### src/rtl/pipe_ctrl_param.sv
// Pipeline controller: merges per-stage stall requests, sequences exception flush/redirect and
// watches for runaway stalls. Optional per-request stall counters under STALL_PERF_CNT_EN.
module pipe_ctrl_param #(
    parameter int unsigned          N_STAGES      = 6,
    parameter int unsigned          N_REQ         = 2,
    parameter logic [4*N_REQ-1:0]   REQ_STAGE     = {4'd3, 4'd2},
    parameter int unsigned          FLUSH_CYCLES  = 1,
    parameter int unsigned          STALL_TIMEOUT = 1023
) (
    input  logic                clk,
    input  logic                rst,
    input  logic [N_REQ-1:0]    stallreq,
    input  logic                flush_req,
    input  logic [31:0]         flush_pc,
    output logic [N_STAGES-1:0] stall,
    output logic [N_STAGES-1:0] flush,
    output logic                new_pc_valid,
    output logic [31:0]         new_pc,
    output logic                stall_timeout,
    input  logic [3:0]          perf_sel,
    output logic [31:0]         perf_cnt
);

    localparam int unsigned WdW = (STALL_TIMEOUT < 2) ? 1 : $clog2(STALL_TIMEOUT + 1);

    typedef enum logic [0:0] {StRun, StFlush} state_e;

    state_e         state_q, state_d;
    logic [3:0]     flush_cnt_q, flush_cnt_d;
    logic [31:0]    new_pc_q, new_pc_d;
    logic           pulse_q, pulse_d;
    logic [WdW-1:0] wd_cnt_q, wd_cnt_d;
    logic           timeout_q, timeout_d;

    logic                any_req;
    logic [3:0]          s_max;
    logic [N_STAGES-1:0] stall_mask;

    function automatic logic [3:0] clamp_stage(input logic [3:0] s);
        if (32'(s) >= N_STAGES) return 4'(N_STAGES - 1);
        return s;
    endfunction

    // Deepest requesting stage wins; everything upstream of it holds.
    always_comb begin
        any_req = 1'b0;
        s_max   = '0;
        for (int unsigned j = 0; j < N_REQ; j++) begin
            if (stallreq[j]) begin
                any_req = 1'b1;
                if (clamp_stage(REQ_STAGE[4*j +: 4]) >= s_max) begin
                    s_max = clamp_stage(REQ_STAGE[4*j +: 4]);
                end
            end
        end
        for (int unsigned k = 0; k < N_STAGES; k++) begin
            stall_mask[k] = any_req && (k <= 32'(s_max));
        end
    end

    always_comb begin
        stall        = '0;
        flush        = '0;
        new_pc_valid = 1'b0;
        if (rst) begin
            if (state_q == StFlush) begin
                flush        = '1;
                new_pc_valid = pulse_q;
            end else if (!flush_req) begin
                stall = stall_mask;
            end
        end
    end

    // A new flush request always restarts the sequence, in either state.
    always_comb begin
        state_d     = state_q;
        flush_cnt_d = flush_cnt_q;
        new_pc_d    = new_pc_q;
        pulse_d     = 1'b0;
        if (flush_req) begin
            state_d     = StFlush;
            flush_cnt_d = 4'(FLUSH_CYCLES - 1);
            new_pc_d    = flush_pc;
            pulse_d     = 1'b1;
        end else if (state_q == StFlush) begin
            if (flush_cnt_q == '0) begin
                state_d = StRun;
            end else begin
                flush_cnt_d = flush_cnt_q - 4'd1;
            end
        end
    end

    // stall is already zero in FLUSH and on a flush_req cycle, which clears the count.
    always_comb begin
        timeout_d = timeout_q | (wd_cnt_q == WdW'(STALL_TIMEOUT));
        if (|stall) begin
            wd_cnt_d = (wd_cnt_q == WdW'(STALL_TIMEOUT)) ? wd_cnt_q : wd_cnt_q + WdW'(1);
        end else begin
            wd_cnt_d = '0;
        end
    end

    always_ff @(posedge clk) begin
        if (!rst) begin
            state_q     <= StRun;
            flush_cnt_q <= '0;
            new_pc_q    <= '0;
            pulse_q     <= 1'b0;
            wd_cnt_q    <= '0;
            timeout_q   <= 1'b0;
        end else begin
            state_q     <= state_d;
            flush_cnt_q <= flush_cnt_d;
            new_pc_q    <= new_pc_d;
            pulse_q     <= pulse_d;
            wd_cnt_q    <= wd_cnt_d;
            timeout_q   <= timeout_d;
        end
    end

    assign new_pc        = new_pc_q;
    assign stall_timeout = timeout_q;

`ifdef STALL_PERF_CNT_EN
    logic [31:0] perf_q [N_REQ];
    logic [31:0] perf_d [N_REQ];

    always_comb begin
        for (int unsigned j = 0; j < N_REQ; j++) begin
            perf_d[j] = perf_q[j] + 32'((state_q == StRun) && stallreq[j]);
        end
    end

    always_ff @(posedge clk) begin
        for (int unsigned j = 0; j < N_REQ; j++) begin
            if (!rst) begin
                perf_q[j] <= '0;
            end else begin
                perf_q[j] <= perf_d[j];
            end
        end
    end

    always_comb begin
        perf_cnt = '0;
        for (int unsigned j = 0; j < N_REQ; j++) begin
            if (perf_sel == 4'(j)) perf_cnt = perf_q[j];
        end
    end
`else
    logic unused_perf_sel;
    assign unused_perf_sel = ^perf_sel;
    assign perf_cnt        = '0;
`endif

endmodule
### config.mk
export PLATFORM = sky130hd
export DESIGN_NAME = pipe_ctrl_param
export DESIGN_NICKNAME = d
export VERILOG_FILES = /design/src/rtl/pipe_ctrl_param.sv
export SDC_FILE = /design/constraint.sdc
export NUM_CORES = 1
export LEC_CHECK = 0
export CELL_PAD_IN_SITES_DETAIL_PLACEMENT = 2
export CELL_PAD_IN_SITES_GLOBAL_PLACEMENT = 2
export CORE_UTILIZATION = 20
export DETAILED_ROUTE_END_ITERATION = 6
export PLACE_DENSITY = 0.82
export SYNTH_ARGS = -nofsm -noshare
export SYNTH_HDL_FRONTEND = slang
export SYNTH_SLANG_ARGS = --single-unit
export TNS_END_PERCENT = 5
### constraint.sdc
create_clock -name clk -period 1.33 [get_ports clk]
set_input_delay 0.266 -clock clk [delete_from_list [all_inputs] [get_ports clk]]
set_output_delay 0.266 -clock clk [all_outputs]
set_load 0.05 [all_outputs]
Yosys cells after proc, flatten, opt, wreduce, memory -nomap -nowiden
Cells that the tools add are included.
{"block": "word_totals", "reg_bits": 49, "input_bits": 41, "elab_cells": 44}
{"block": "classes", "add_sub_neg": 2, "order_cmp": 6, "eq_ne": 1, "n_mux": 16, "bitwise_logic": 3, "reduce_logical": 10}
{"operator": "two-way mux 6 bit", "n": 5}
{"operator": "adder 10 x 1 -> 10 bit, second input constant", "n": 1}
{"operator": "== test 10 bit, second input constant", "n": 1}
{"operator": "<= comparator 2 x 4 -> 1 bit, first input constant", "n": 2}
{"operator": "<= comparator 3 x 4 -> 1 bit, first input constant", "n": 2}
{"operator": "two-way mux 1 bit", "n": 8}
{"operator": "two-way mux 2 bit", "n": 3}
{"operator": "OR reduction 6 bit", "n": 1}
{"operator": "logical AND 1 bit", "n": 5}
{"operator": ">= comparator 2 x 4 -> 1 bit, first input constant", "n": 1}
{"operator": "<= comparator 1 x 4 -> 1 bit, first input constant", "n": 1}
{"operator": "logical NOT 4 bit", "n": 1}
{"operator": "AND reduction 2 bit", "n": 2}
{"operator": "subtractor 4 x 1 -> 4 bit, second input constant", "n": 1}
{"operator": "NOT 1 bit", "n": 2}
{"operator": "OR reduction 2 bit", "n": 1}
{"operator": "bitwise OR 1 bit", "n": 1}

Logic depth before layout (Yosys ltp)
Gate-level depths: netlist of run 1.
{"block": "logic_depth", "depth_word": 11, "depth_mapped": 5}

Worst setup path after synthesis of run 1
Ideal clock, no wire load.
{"block": "synth_path", "kind": "input to output", "from": "input flush_req", "to": "output stall[1]", "arrival_time_ns": 1.550, "t_required_ns": 1.064, "slack_ns": -0.486, "cell_stages": 5, "path_buffers": 2, "path_cell_list": "buf_2 nor3b_4 nand2_2 inv_1 buf_4"}
{"block": "synth_via", "elab_chain_len": 3}
{"item": "from (decl)", "line": "13", "text": "input logic flush_req,"}
{"item": "two-way mux 6 bit", "line": "69", "text": "end else if (!flush_req) begin"}
{"item": "two-way mux 6 bit", "line": "66", "text": "if (state_q == StFlush) begin"}
{"item": "two-way mux 6 bit", "line": "65", "text": "if (rst) begin"}
{"item": "to (decl)", "line": "15", "text": "output logic [N_STAGES-1:0] stall,"}
No other way between the ends.

Worst setup path after layout of run 1
{"block": "layout_path", "from": "register state_q", "to": "output stall[1]"}
{"block": "layout_via", "elab_chain_len": 2}
{"item": "from (decl)", "line": "28", "text": "state_e state_q, state_d;"}
{"item": "from (signal assigned)", "line": "107", "text": "state_q <= StRun;"}
{"item": "from (signal assigned)", "line": "114", "text": "state_q <= state_d;"}
{"item": "two-way mux 6 bit", "line": "66"}
{"item": "two-way mux 6 bit", "line": "65"}
No other way between the ends.

==> impl_metrics.tcl, run 1 <==
set metrics [dict create \
    synth.distinct_cells 39 \
    regToRegSetupSlack_ns -0.03 \
    path_depth 4 \
    clkSlewWorstSetupHoldPaths_ns 0.07 \
    die_w_microns 111 \
    critPathTopFamily "simple AND/OR/NAND/NOR gates" \
    firstDrtPassIters 4 \
    wirelength_mm 6.55 \
    hold_buffers 0 \
    reg2reg_to "flush_cnt_q[3]" \
    core_region_area_sq_um 11500 \
    syn_to_final_growth_pct 65.3 \
    clock-sinks 49 \
    ys_ff_latch 49 \
    drc 0 \
    p_per_area_nw_per_um2 1070 \
    fin_util 0.340 \
    grt_pass1_vias 2109 \
    cts_buffers 5 \
    slowest_delay_ns 0.34 \
    failed_checks "negative setup slack" \
    synthCells 241 \
    crit_buf_inv 2 \
    min_to "stall_timeout" \
    highest_layer "met4" \
    endpoint_kind "primary output" \
    antenna_cells 0 \
    slowest_stage "dfxtp_2" \
    finalMaxSlewViolations 0 \
    drt-met1-wl_mm 2.82 \
    io_pins 119 \
    hold_depth 3 \
    port_buffers 80 \
    arrival_ns 1.30 \
    num_rows 39 \
    hold_violations 0 \
    hp-start "rst" \
    avgViaCountPerCell 4.09 \
    critical_path_class "flop to primary output" \
    syn_area_sq_um 2360 \
    crit_fanout 3 \
    path_cells "nor3b_4, nand2_4, clkinvlp_4, buf_12" \
    insertion_delay_ns 0.29 \
    min_path_type "input pin to flop" \
    status "complete, but fails checks" \
    period_share 1.18 \
    overflow 0 \
    grt_antenna_before_repair 0 \
    min_period_ns 1.57 \
    r2r_cells 3 \
    dr_total_vias 1925 \
    drtAntennaViolNets 0 \
    maxCapViolCount 0 \
    die-area_sq_um 12200 \
    grt_usage 0.110 \
    ir_worst_vdd_mv 0.508 \
    final_nets 370 \
    setup_ws_ns -0.235 \
    initial_core_util 0.206 \
    drive_gt1_frac 0.271 \
    hpwl_mm 5.18 \
    critPathLaunchType "flop" \
    grt_max_degree 23 \
    leakage_nw 1.60 \
    ys_seq_area_frac 0.416 \
    setup_viol 12 \
    cts_root_buffer "clkbuf_16" \
    ys_warn_count 0 \
    synth_area_per_cell_sq_um 9.78 \
    wl_met2_mm 3.23 \
    gp_congestion 0.737 \
    total_power_mw 4.18 \
    drtIter0Drc 40 \
    clockBufferDepth 2 \
    clock.fmax_mhz 639 \
    dr_wl_met3_microns 443 \
    clock-skew-final_ns 0.00489 \
    cp.required_ns 1.06 \
    cts_tree "built" \
    die_height_microns 111 \
    rsz0062_at_grt "yes" \
    htree_levels 2 \
    wl_per_cell_microns 13.9 \
    grt_pass1_wl_mm 10.8 \
    nFillCells 1225 \
    r2r_start "flush_cnt_q[0]" \
]
[cell families (layout without fill, tap and decap cells)]
| family | Yosys count | count (layout) | synth area share |
|---|---|---|---|
| multiplexers | 35 | 35 | 0.149 |
| flip-flops | 49 | 49 | 0.416 |
| XOR/XNOR | 1 | 1 | 0.00372 |
| AO/OA/AOI/OAI | 22 | 22 | 0.0610 |
| other | 1 | 34 | 0.00159 |
| buffers and inverters | 59 | 113 | 0.162 |
| AND/OR/NAND/NOR | 72 | 72 | 0.196 |
| adder cells (fa/ha/maj) | 2 | 2 | 0.0106 |
[layer usage]
layer	GRT usage	vias up
li1	-	920
met1	0.128	910
met2	0.196	90
met3	0.0346	5
met4	0.0240	0
met5	0	-
[synthesized netlist by cell type (all sizes together)]
library cell  count  area share
a2111oi           1      0.0037
a211oi            1      0.0032
a21o              1      0.0032
a21oi             5       0.011
a311oi            2      0.0074
a31oi             4       0.011
and2              3      0.0080
and3              3      0.0080
and4              2      0.0074
buf              46        0.14
clkbuf            6      0.0096
conb              1      0.0016
dfxtp            49        0.42
ha                2       0.011
inv               7       0.011
mux2i            35        0.15
nand2             2      0.0042
nand2b            3      0.0080
nand3             9       0.019
nand3b            1      0.0032
nand4             4       0.013
nor2              2      0.0032
nor2b            32       0.085
nor3              1      0.0021
nor3b             3       0.014
nor4              1      0.0027
o211ai            3      0.0096
o21a              1      0.0032
o21ai             3      0.0064
o31ai             1      0.0032
or2               1      0.0027
or3               2      0.0053
or3b              1      0.0037
or4               2      0.0064
xor2              1      0.0037
[timing repair]
| item | 4_1_cts | 5_1_grt |
|---|---|---|
| pin swaps | 6 | 1 |
| resized for setup | 12 | 6 |
| setup buffers | 2 | 1 |
| setup endpoints to repair | 21 | 21 |
[worst max-delay path by stage]
stage                        from       end
after floorplan           state_q  stall[1]
after global routing      state_q  stall[1]
after global placement        rst  stall[1]
after CTS                 state_q  stall[1]
final                     state_q  stall[1]
after detailed placement      rst  flush[0]
[layout make-up]
cell class | instances | area, sq um | area share
clock buffer | 6 | 139 | 0.0356
clock inverter | 2 | 37.5 | 0.00963
inverter | 7 | 30.0 | 0.00771
multi-input combinational | 166 | 1150 | 0.296
sequential | 49 | 987 | 0.253
tap | 143 | 179 | 0.0459
timing repair buffer | 98 | 1370 | 0.351
[state kept, by name, summed over array words and instances, names as in the netlist]
register / cells
flush_cnt_q: 4
new_pc: 32
pulse_q: 1
stall_timeout: 1
state_q: 1
wd_cnt_q: 10
[cells in the final DEF (no fill, tap or decap), types with 9 or more instances in the layout]
master / n
dfxtp_1: 44
mux2i_1: 35
nor2b_1: 32
buf_12: 44
clkdlybuf4s50_1: 32
conb_1: 34
buf_4: 18
nand3_1: 9
[power breakdown]
| group | switching (mW) | internal (mW) | total [mW] |
|---|---|---|---|
| Sequential | 0.0679 | 1.53 | 1.60 |
| Clock | 0.559 | 0.939 | 1.50 |
| Combinational | 0.623 | 0.456 | 1.08 |
[through the flow]
step / area [sq um] / std cells / setup TNS (ns) / worst slack, ns / hold WS [ns]
2_1_floorplan: 2530 / 274 / -1.09 / -0.259 / 0.435
3_3_place_gp: 3670 / 460 / -10.07 / -0.403 / 0.473
3_5_place_dp: 3670 / 460 / -13.28 / -0.447 / 0.491
4_1_cts: 3870 / 470 / -1.34 / -0.230 / 0.480
5_1_grt: 3900 / 471 / -2.36 / -0.311 / 0.511
6_report: 3900 / 471 / -1.21 / -0.235 / 0.477
[worst register-to-register path: cells and delay by family, from the launching register on]
family | cells | cell delay, ns
AND/OR/NAND/NOR | 2 | 0.85
flip-flops | 1 | 0.33
AO/OA/AOI/OAI | 1 | 0.12
Power figures use the tool's default switching activity.
==> run 2, diff against run 1 <==
Settings changed: CORE_UTILIZATION 20 to 22, PLACE_DENSITY 0.82 to 0.85.
Clock period 1.33 ns to 1.7 ns, I/O delays scaled along.
==> impl_metrics.tcl, run 2 (same netlist as run 1, synthesis figures left out) <==
set metrics [dict create \
    status "finished clean" \
    grt_max_degree 35 \
    placed_cell_area_sq_um 3200 \
    drtIter0Drc 7 \
    setup_ws_ns 0.0124 \
    tightest_slew_ns 0.576 \
    multi_input_area_sq_um 1130 \
    min_path_type "flop to flop" \
    avgViaCountPerCell 4.18 \
    critPathLaunch "state_q" \
    regArea_sq_um 985 \
    crit_end "stall[0]" \
    maxCapViolCount 0 \
    endpoint_kind "primary output" \
    cp.required_ns 1.36 \
    cts_tree "built" \
    drive_gt1_frac 0.214 \
    die_w_microns 106 \
    r2r_cells 5 \
    initial_core_util 0.227 \
    clkSlewWorstSetupHoldPaths_ns 0.09 \
    nFillCells 1184 \
    firstDrtPassIters 2 \
    htree_levels 2 \
    final_nets 361 \
    fin_tns_setup_ns 0 \
    clock-skew-final_ns 0.0103 \
    crit_fanout 3 \
    leakage_nw 1.41 \
    relSlewSlack 0.616 \
    hold_violations 0 \
    num_rows 37 \
    rsz0062_at_grt "yes" \
    antenna_cells 0 \
    r2r_start "flush_cnt_q[0]" \
    die-area_sq_um 11100 \
    io_pins 119 \
    drc 0 \
    syn_to_final_growth_pct 39.9 \
    drtAntennaViolNets 0 \
    setup_viol 0 \
    port_buffers 80 \
    ir_worst_vdd_mv 0.339 \
    grt_pass1_wl_mm 9.82 \
    core_region_area_sq_um 10400 \
    pre_cts_slack_ns -0.242 \
    grt_pass1_vias 1934 \
    clock.fmax_mhz 593 \
    min_period_ns 1.69 \
    p_per_area_nw_per_um2 805 \
    die_height_microns 106 \
    wl_per_cell_microns 13.9 \
    overflow 0 \
    period_share 0.993 \
    gp_congestion 0.718 \
    wirelength_mm 6.31 \
    finalMaxSlewViolations 0 \
    grt_antenna_before_repair 1 \
    largest_reg_flops 32 \
    hpwl_mm 4.81 \
    final_cell_area_sq_um 3300 \
    cts_root_buffer "clkbuf_8" \
    regToRegSetupSlack_ns 0.18 \
    dr_total_vias 1896 \
    grt_usage 0.112 \
    clock-sinks 49 \
    final_cell_mix "dfxtp_1 (48), buf_4 (41), mux2i_1 (35), conb_1 (34)" \
    cts_buffers 5 \
    critPathLaunchType "flop" \
    arrival_ns 1.35 \
    reg2reg_to "flush_cnt_q[3]" \
    insertion_delay_ns 0.30 \
    critical_path_class "flop to primary output" \
    clockBufferDepth 2 \
    mostFrequentLayoutCell "dfxtp_1" \
]
-- run 2: critical path: stages (launching register included) --
cell        delay (ns)
dfxtp_4           0.36
nor3b_4           0.28
nand2_4           0.11
clkinvlp_4        0.15
buf_12            0.15
-- run 2: area by class of cell --
class,instances,area share
sequential,49,0.299
clock buffer,7,0.0262
timing repair buffer,89,0.273
inverter,7,0.00910
tap,136,0.0516
multi-input combinational,166,0.342
-- run 2: metrics by stage --
stage	total power [mW]	hold slack [ns]	util	cells
after floorplan	1.81	0.447	-	274
after global placement	1.97	0.454	0.309	446
after detailed placement	1.99	0.480	0.309	446
after CTS	2.71	0.499	0.318	454
after global routing	2.78	0.524	0.318	454
final	2.65	0.500	0.318	454
-- run 2: worst min-delay path by stage --
stage             startpoint       endpoint  slack, ns  cells past startpoint
5_1_grt          wd_cnt_q[9]    wd_cnt_q[9]       0.52                      2
3_3_place_gp   stall_timeout  stall_timeout       0.45                      1
4_1_cts          wd_cnt_q[9]    wd_cnt_q[9]       0.50                      2
2_1_floorplan    wd_cnt_q[9]    wd_cnt_q[9]       0.45                      2
3_5_place_dp   stall_timeout  stall_timeout       0.48                      1
6_report       stall_timeout  stall_timeout       0.50                      1
-- run 2: routing by layer --
metal	up-vias	share of wire	track usage
met3	5	0.083	0.0390
met2	89	0.50	0.213
li1	897	-	-
met5	-	0.0021	0
met4	2	0.0044	0.0238
met1	903	0.41	0.119
-- run 2: repair_timing --
action / in CTS / in global routing
resized for setup: 6 / 0
pin swaps: 3 / 0
setup buffers: 1 / 0
hold buffers: 0 / 0
setup endpoints to repair: 11 / 4
-- run 2: report_power, final --
part / switching, mW / internal (mW)
Sequential: 0.0279 / 1.20
Combinational: 0.485 / 0.244
Clock: 0.377 / 0.324
